<file path="src/rtl/ivs_dma_pkg.sv">
// Shared types, constants and helpers for the IVS DMA request arbiters.
package ivs_dma_pkg;

  localparam logic MODE_RR  = 1'b0;
  localparam logic MODE_FIX = 1'b1;

  // Upper bounds for the packed weight vector handled by weight_field().
  localparam int unsigned MAX_REQ   = 16;
  localparam int unsigned MAX_W_W   = 8;
  localparam int unsigned WGT_VEC_W = MAX_REQ * MAX_W_W;

  typedef enum logic {
    ST_IDLE = 1'b0,
    ST_BUSY = 1'b1
  } arb_state_e;

  // Extract field idx (w_w bits wide) from a packed per-channel weight vector.
  function automatic logic [MAX_W_W-1:0] weight_field(
    input logic [WGT_VEC_W-1:0] vec,
    input int unsigned          idx,
    input int unsigned          w_w
  );
    logic [WGT_VEC_W-1:0] w_sh;
    logic [MAX_W_W-1:0]   w_mask;
    w_sh   = vec >> (idx * w_w);
    w_mask = MAX_W_W'((32'd1 << w_w) - 32'd1);
    return MAX_W_W'(w_sh) & w_mask;
  endfunction

endpackage

</file>
<file path="src/rtl/ivs_dma_rr_arb_if.sv">
// Channel-request / bus-handshake bundle between DMA channels and the arbiter.
interface ivs_dma_rr_arb_if #(
  parameter int unsigned N_REQ = 4,
  parameter int unsigned W_W   = 4,
  parameter int unsigned IDX_W = (N_REQ > 1) ? $clog2(N_REQ) : 1
);
  logic [N_REQ-1:0]     req;
  logic                 resp;
  logic                 mode;
  logic [N_REQ*W_W-1:0] weight;
  logic [N_REQ-1:0]     ack;
  logic                 comreq;
  logic [IDX_W-1:0]     grant_o;

  // Arbiter side: drives the bus request, grant index and per-channel ack.
  modport master (
    input  req, resp, mode, weight,
    output ack, comreq, grant_o
  );

  // Channel/bus side.
  modport slave (
    output req, resp, mode, weight,
    input  ack, comreq, grant_o
  );
endinterface

</file>
<file path="src/rtl/ivs_rr_pick.sv">
// Combinational winner pick: rotating round-robin after i_last, or lowest index.
module ivs_rr_pick
  import ivs_dma_pkg::*;
#(
  parameter int unsigned N_REQ = 4,
  parameter int unsigned IDX_W = (N_REQ > 1) ? $clog2(N_REQ) : 1
) (
  input  logic [N_REQ-1:0] i_req,
  input  logic [IDX_W-1:0] i_last,
  input  logic             i_mode,
  output logic [IDX_W-1:0] o_win,
  output logic             o_any
);

  logic        w_found;
  int unsigned w_idx;

  // Scan order ends at i_last itself so a lone requester can win repeatedly.
  always_comb begin
    o_win   = '0;
    o_any   = |i_req;
    w_found = 1'b0;
    w_idx   = 0;
    if (i_mode == MODE_FIX) begin
      for (int unsigned i = 0; i < N_REQ; i++) begin
        if (!w_found && i_req[IDX_W'(i)]) begin
          o_win   = IDX_W'(i);
          w_found = 1'b1;
        end
      end
    end else begin
      for (int unsigned k = 1; k <= N_REQ; k++) begin
        w_idx = (32'(i_last) + k) % N_REQ;
        if (!w_found && i_req[IDX_W'(w_idx)]) begin
          o_win   = IDX_W'(w_idx);
          w_found = 1'b1;
        end
      end
    end
  end

endmodule

</file>
<file path="src/rtl/ivs_dma_rr_arb.sv">
// N-channel DMA request arbiter: round-robin / fixed priority with weighted bursts.
module ivs_dma_rr_arb
  import ivs_dma_pkg::*;
#(
  parameter int unsigned N_REQ = 4,
  parameter int unsigned W_W   = 4,
  parameter int unsigned IDX_W = (N_REQ > 1) ? $clog2(N_REQ) : 1
) (
  input  logic              clk,
  input  logic              rst_n,
  ivs_dma_rr_arb_if.master  bus
);

  arb_state_e       r_state, w_nxt_state;
  logic [IDX_W-1:0] r_grant, w_nxt_grant;
  logic [W_W-1:0]   r_credit, w_nxt_credit;
  logic [IDX_W-1:0] w_win;
  logic             w_any;
  logic [W_W-1:0]   w_wsel;
  logic             w_burst;
  logic [N_REQ-1:0] w_ack;

  ivs_rr_pick #(
    .N_REQ (N_REQ),
    .IDX_W (IDX_W)
  ) u_pick (
    .i_req  (bus.req),
    .i_last (r_grant),
    .i_mode (bus.mode),
    .o_win  (w_win),
    .o_any  (w_any)
  );

  assign w_wsel  = W_W'(weight_field(WGT_VEC_W'(bus.weight), 32'(w_win), W_W));
  assign w_burst = (r_credit != '0) && bus.req[r_grant];

  // State, grant index and burst credit registers.
  always_ff @(posedge clk or negedge rst_n) begin
    if (!rst_n) begin
      r_state  <= ST_IDLE;
      r_grant  <= '0;
      r_credit <= '0;
    end else begin
      r_state  <= w_nxt_state;
      r_grant  <= w_nxt_grant;
      r_credit <= w_nxt_credit;
    end
  end

  // Arbitrate in IDLE; hold the grant in BUSY until the bus response.
  always_comb begin
    w_nxt_state  = r_state;
    w_nxt_grant  = r_grant;
    w_nxt_credit = r_credit;
    unique case (r_state)
      ST_IDLE: begin
        if (w_any) begin
          w_nxt_state = ST_BUSY;
          if (w_burst) begin
            w_nxt_credit = r_credit - W_W'(1);
          end else begin
            w_nxt_grant  = w_win;
            w_nxt_credit = (w_wsel == '0) ? '0 : w_wsel - W_W'(1);
          end
        end
      end
      ST_BUSY: begin
        if (bus.resp) begin
          w_nxt_state = ST_IDLE;
        end
      end
      default: w_nxt_state = ST_IDLE;
    endcase
  end

  // One-hot ack to the held winner, coincident with the response strobe.
  always_comb begin
    w_ack = '0;
    if ((r_state == ST_BUSY) && bus.resp) begin
      for (int unsigned i = 0; i < N_REQ; i++) begin
        w_ack[i] = (r_grant == IDX_W'(i));
      end
    end
  end

  assign bus.ack     = w_ack;
  assign bus.comreq  = (r_state == ST_BUSY);
  assign bus.grant_o = r_grant;

endmodule

</file>
<file path="src/flat_wrapper.sv">
// flat-port wrapper written by rule: the top's interface ports become plain ports
module ivs_dma_rr_arb_flat import ivs_dma_pkg::*;
#(
  parameter int unsigned N_REQ = 4,
  parameter int unsigned W_W   = 4,
  parameter int unsigned IDX_W = (N_REQ > 1) ? $clog2(N_REQ) : 1
)
  (clk, rst_n, bus_req, bus_resp, bus_mode, bus_weight, bus_ack, bus_comreq, bus_grant_o);
  ivs_dma_rr_arb_if #(.N_REQ(N_REQ), .W_W(W_W), .IDX_W(IDX_W)) bus_i ();
  input  logic clk;
  input  logic rst_n;
  input wire logic [$bits(bus_i.req)-1:0] bus_req;
  input wire logic [$bits(bus_i.resp)-1:0] bus_resp;
  input wire logic [$bits(bus_i.mode)-1:0] bus_mode;
  input wire logic [$bits(bus_i.weight)-1:0] bus_weight;
  output wire logic [$bits(bus_i.ack)-1:0] bus_ack;
  output wire logic [$bits(bus_i.comreq)-1:0] bus_comreq;
  output wire logic [$bits(bus_i.grant_o)-1:0] bus_grant_o;
  assign bus_i.req = bus_req;
  assign bus_i.resp = bus_resp;
  assign bus_i.mode = bus_mode;
  assign bus_i.weight = bus_weight;
  assign bus_ack = bus_i.ack;
  assign bus_comreq = bus_i.comreq;
  assign bus_grant_o = bus_i.grant_o;
  ivs_dma_rr_arb #(.N_REQ(N_REQ), .W_W(W_W), .IDX_W(IDX_W)) u_core (.clk(clk), .rst_n(rst_n), .bus(bus_i));
endmodule
</file>
<file path="config.mk">
export PLATFORM = sky130hd
export DESIGN_NAME = ivs_dma_rr_arb_flat
export DESIGN_NICKNAME = d
export VERILOG_FILES = /design/src/rtl/ivs_dma_pkg.sv /design/src/rtl/ivs_dma_rr_arb_if.sv /design/src/rtl/ivs_rr_pick.sv /design/src/rtl/ivs_dma_rr_arb.sv /design/src/flat_wrapper.sv
export SDC_FILE = /design/constraint.sdc
export NUM_CORES = 1
export LEC_CHECK = 0
export CORE_MARGIN = 10
export CORE_UTILIZATION = 40
export DETAILED_ROUTE_END_ITERATION = 6
export PLACE_DENSITY_LB_ADDON = 0.25
export SLEW_MARGIN = 20
export SYNTH_ARGS = -nofsm -noshare
export SYNTH_HDL_FRONTEND = slang
export SYNTH_SLANG_ARGS = --single-unit
</file>
<file path="constraint.sdc">
create_clock -name clk -period 3.7 [get_ports clk]
set_clock_uncertainty 0.2 [all_clocks]
set_input_delay 0.74 -clock clk [delete_from_list [all_inputs] [get_ports clk]]
set_output_delay 0.74 -clock clk [all_outputs]
set_load 0.02 [all_outputs]
</file>
==> impl_metrics.env <==
export IMPL_outcome="finished clean"
export IMPL_min_path_type="register to register"
export IMPL_cts_made_buffers=3
export IMPL_place_area_um2=1250
export IMPL_postCtsSetupBuffers=0
export IMPL_finalSetupTns_ps=0
export IMPL_antenna_found_initial=0
export IMPL_h_tree_depth=1
export IMPL_worst_pin_slew_ps=717
export IMPL_post_route_period_util=0.844
export IMPL_fillers=199
export IMPL_core_area_um2=2210
export IMPL_crit_type="register to register"
export IMPL_relSlewSlack=0.518
export IMPL_final_area_um2=1270
export IMPL_avgSynthCellArea_um2=9.44
export IMPL_cp_cell_sequence="inv_1, ha_1, mux2_2, o22ai_2, a21oi_2, o211ai_4, mux4_2, a21oi_1, a21oi_1"
export IMPL_path_max_fanout=11
export IMPL_grtUsageTotal=0.0975
export IMPL_worst_path_buf_inv=1
export IMPL_postCtsHoldBufs=0
export IMPL_utilization=0.576
export IMPL_clkTransAtPathRegs_ps=50
export IMPL_required_ps=3620
export IMPL_p_leak_nw=0.553
export IMPL_ys_seq_elements=7
export IMPL_cts_tree="done"
export IMPL_endpoint_kind="register"
export IMPL_crit_top_cell="a21oi_1"
export IMPL_critical_path_max_stage_delay_ps=580
export IMPL_dieArea_um2=4670
export IMPL_dpl_cell_count=156
export IMPL_viasPerCell=5.39
export IMPL_layout_drive_gt1_share=0.159
export IMPL_die_h_um=68.3
export IMPL_antenna_left=0
export IMPL_clock_latency_ps=240
export IMPL_vias=863
export IMPL_overflow=0
export IMPL_first_global_vias=865
export IMPL_synth_fp_nets=128
export IMPL_firstDrtPassIters=4
export IMPL_slew_viol_final=0
export IMPL_synth_area_top_cells="dfrtp_1 19%, mux2i_1 17%, ha_1 6.7%"
export IMPL_yosysWarnings=0
export IMPL_drv_cap=0
export IMPL_place_gp_congestion=0.757
export IMPL_crit_family="multiplexers"
export IMPL_seq_area_frac_synth=0.187
export IMPL_post_cts_resized=0
export IMPL_wire_per_inst_um=13.9
export IMPL_synthCells=99
export IMPL_synth_top_area_frac=0.187
export IMPL_row_count=17
export IMPL_worstPathArrival_ps=3040
export IMPL_hpwl_um=1910
export IMPL_wl_um=2220
export IMPL_grt_max_degree=12
export IMPL_cts_sinks=7
export IMPL_die_w_um=68.3
export IMPL_cellPowerDensity_nw_per_um2=589
export IMPL_start_kind="register"
export IMPL_hold_viol=0
export IMPL_cts_root_buffer="clkbuf_4"
export IMPL_start_util=0.423
export IMPL_fmax_ghz=0.320
export IMPL_setup_violations=0
export IMPL_max_vdd_ir_drop_uv=325
export IMPL_fin_nets=162
export IMPL_cpMaxStageDelayCell="dfrtp_1"
export IMPL_numPortBuffers=30
export IMPL_ys_types=36
export IMPL_rsz0062_at_grt="no"
export IMPL_finalNonFillerCells=160
export IMPL_area_growth_pct=36.3
export IMPL_synth_area_um2=935
export IMPL_first_iter_violations=16
export IMPL_cts_path_max_buffers=2
export IMPL_grt_pass1_wl_um=3710
export IMPL_ios=31
export IMPL_num_antenna_cells=0
export IMPL_post_route_min_period_ps=3120
export IMPL_drc=0
export IMPL_yosysTopAreaCell="dfrtp_1"
## flip-flops by register name, summed over array words and instances (netlist names)
signal and flops:
u_core.r_credit 4, u_core.bus.grant_o 2, u_core.bus.comreq 1
## cells by family (layout without fill, tap and decap cells)
family,Yosys count,after routing,synth area share
multiplexers,21,21,0.262
adder cells (fa/ha/maj),5,5,0.0669
buffers and inverters,10,43,0.0870
flip-flops,7,7,0.187
AO/OA/AOI/OAI,30,30,0.254
AND/OR/NAND/NOR,26,26,0.142
## placed cells by master (no fill, tap or decap), drive strengths merged
master / netlist / routed
clkdlybuf4s50: 0 / 30
mux2i: 17 / 17
a21oi: 9 / 9
nand2: 8 / 8
dfrtp: 7 / 7
nor2: 7 / 7
inv: 5 / 5
ha: 5 / 5
o22ai: 5 / 5
o21ai: 5 / 5
and3: 4 / 4
clkbuf: 0 / 4
nor3: 3 / 3
buf: 4 / 3
o21a: 2 / 2
mux4: 2 / 2
mux2: 2 / 2
o31ai: 2 / 2
bufinv: 1 / 1
nor4: 1 / 1
a21boi: 1 / 1
nand2b: 1 / 1
o221ai: 1 / 1
o211a: 1 / 1
o2111ai: 1 / 1
o21bai: 1 / 1
o211ai: 1 / 1
or2: 1 / 1
nand3b: 1 / 1
a31oi: 1 / 1
## metal layers
| layer | share of wire | GRT usage | wire length (um) | vias up |
|---|---|---|---|---|
| li1 | - | - | - | 442 |
| met1 | 0.43 | 0.109 | 965 | 391 |
| met2 | 0.47 | 0.173 | 1060 | 28 |
| met3 | 0.082 | 0.0245 | 182 | 2 |
| met4 | 0.0085 | 0.0377 | 19 | 0 |
| met5 | 0 | 0 | 0 | - |
## Yosys cell counts, drive strengths merged
library cell  instances
o211ai                1
mux2i                17
mux2                  2
and3                  4
o21a                  2
bufinv                1
or2                   1
o22ai                 5
o31ai                 2
mux4                  2
a21boi                1
dfrtp                 7
nor4                  1
ha                    5
a31oi                 1
nor3                  3
inv                   5
nand2                 8
o21ai                 5
nor2                  7
o221ai                1
buf                   4
a21oi                 9
nand3b                1
nand2b                1
o2111ai               1
o211a                 1
o21bai                1
## tightest hold or removal path, delay by kind of cell, from the launching register on
family             cells  cell delay (ps)
DFF                    1              390
AOI/OAI and AO/OA      2              150
## metrics by stage
step | setup slack [ps] | hold slack [ps] | total power [mW]
after floorplan | 634 | 244 | 0.565
after global routing | 400 | 411 | 0.819
final | 578 | 374 | 0.750
after detailed placement | 416 | 363 | 0.689
after CTS | 580 | 373 | 0.757
after global placement | 408 | 340 | 0.676
## path summary, 6_finish.rpt
| kind | end | cells after the start | start | slack, ps |
|---|---|---|---|---|
| worst min-delay path | u_core.r_credit[0]$_DFFE_PN0P_ | 2 | u_core.r_credit[0]$_DFFE_PN0P_ | 370 |
| worst max register to register | u_core.r_credit[1]$_DFFE_PN0P_ | 9 | u_core.bus.grant_o[1]$_DFFE_PN0P_ | 580 |
| worst max-delay path | u_core.r_credit[1]$_DFFE_PN0P_ | 9 | u_core.bus.grant_o[1]$_DFFE_PN0P_ | 580 |
| max in group asynchronous | u_core.r_credit[0]$_DFFE_PN0P_ | 1 | rst_n | 2500 |
| worst min register to register | u_core.r_credit[0]$_DFFE_PN0P_ | 2 | u_core.r_credit[0]$_DFFE_PN0P_ | 370 |
| min in group asynchronous | u_core.bus.comreq$_DFF_PN0_ | 1 | rst_n | 560 |
## power by group
part	internal, mW	total [mW]	switching, mW
Clock	0.0409	0.0656	0.0246
Combinational	0.269	0.528	0.259
Sequential	0.110	0.156	0.0467
## final cells by class
cell class	count	area [um2]	area share
timing repair buffer	33	323	0.253
tap	28	35.0	0.0275
sequential	7	175	0.138
inverter	6	36.3	0.0285
multi-input combinational	82	678	0.532
clock buffer	4	26.3	0.0206
Note: power is estimated with default switching activity, not from simulation.
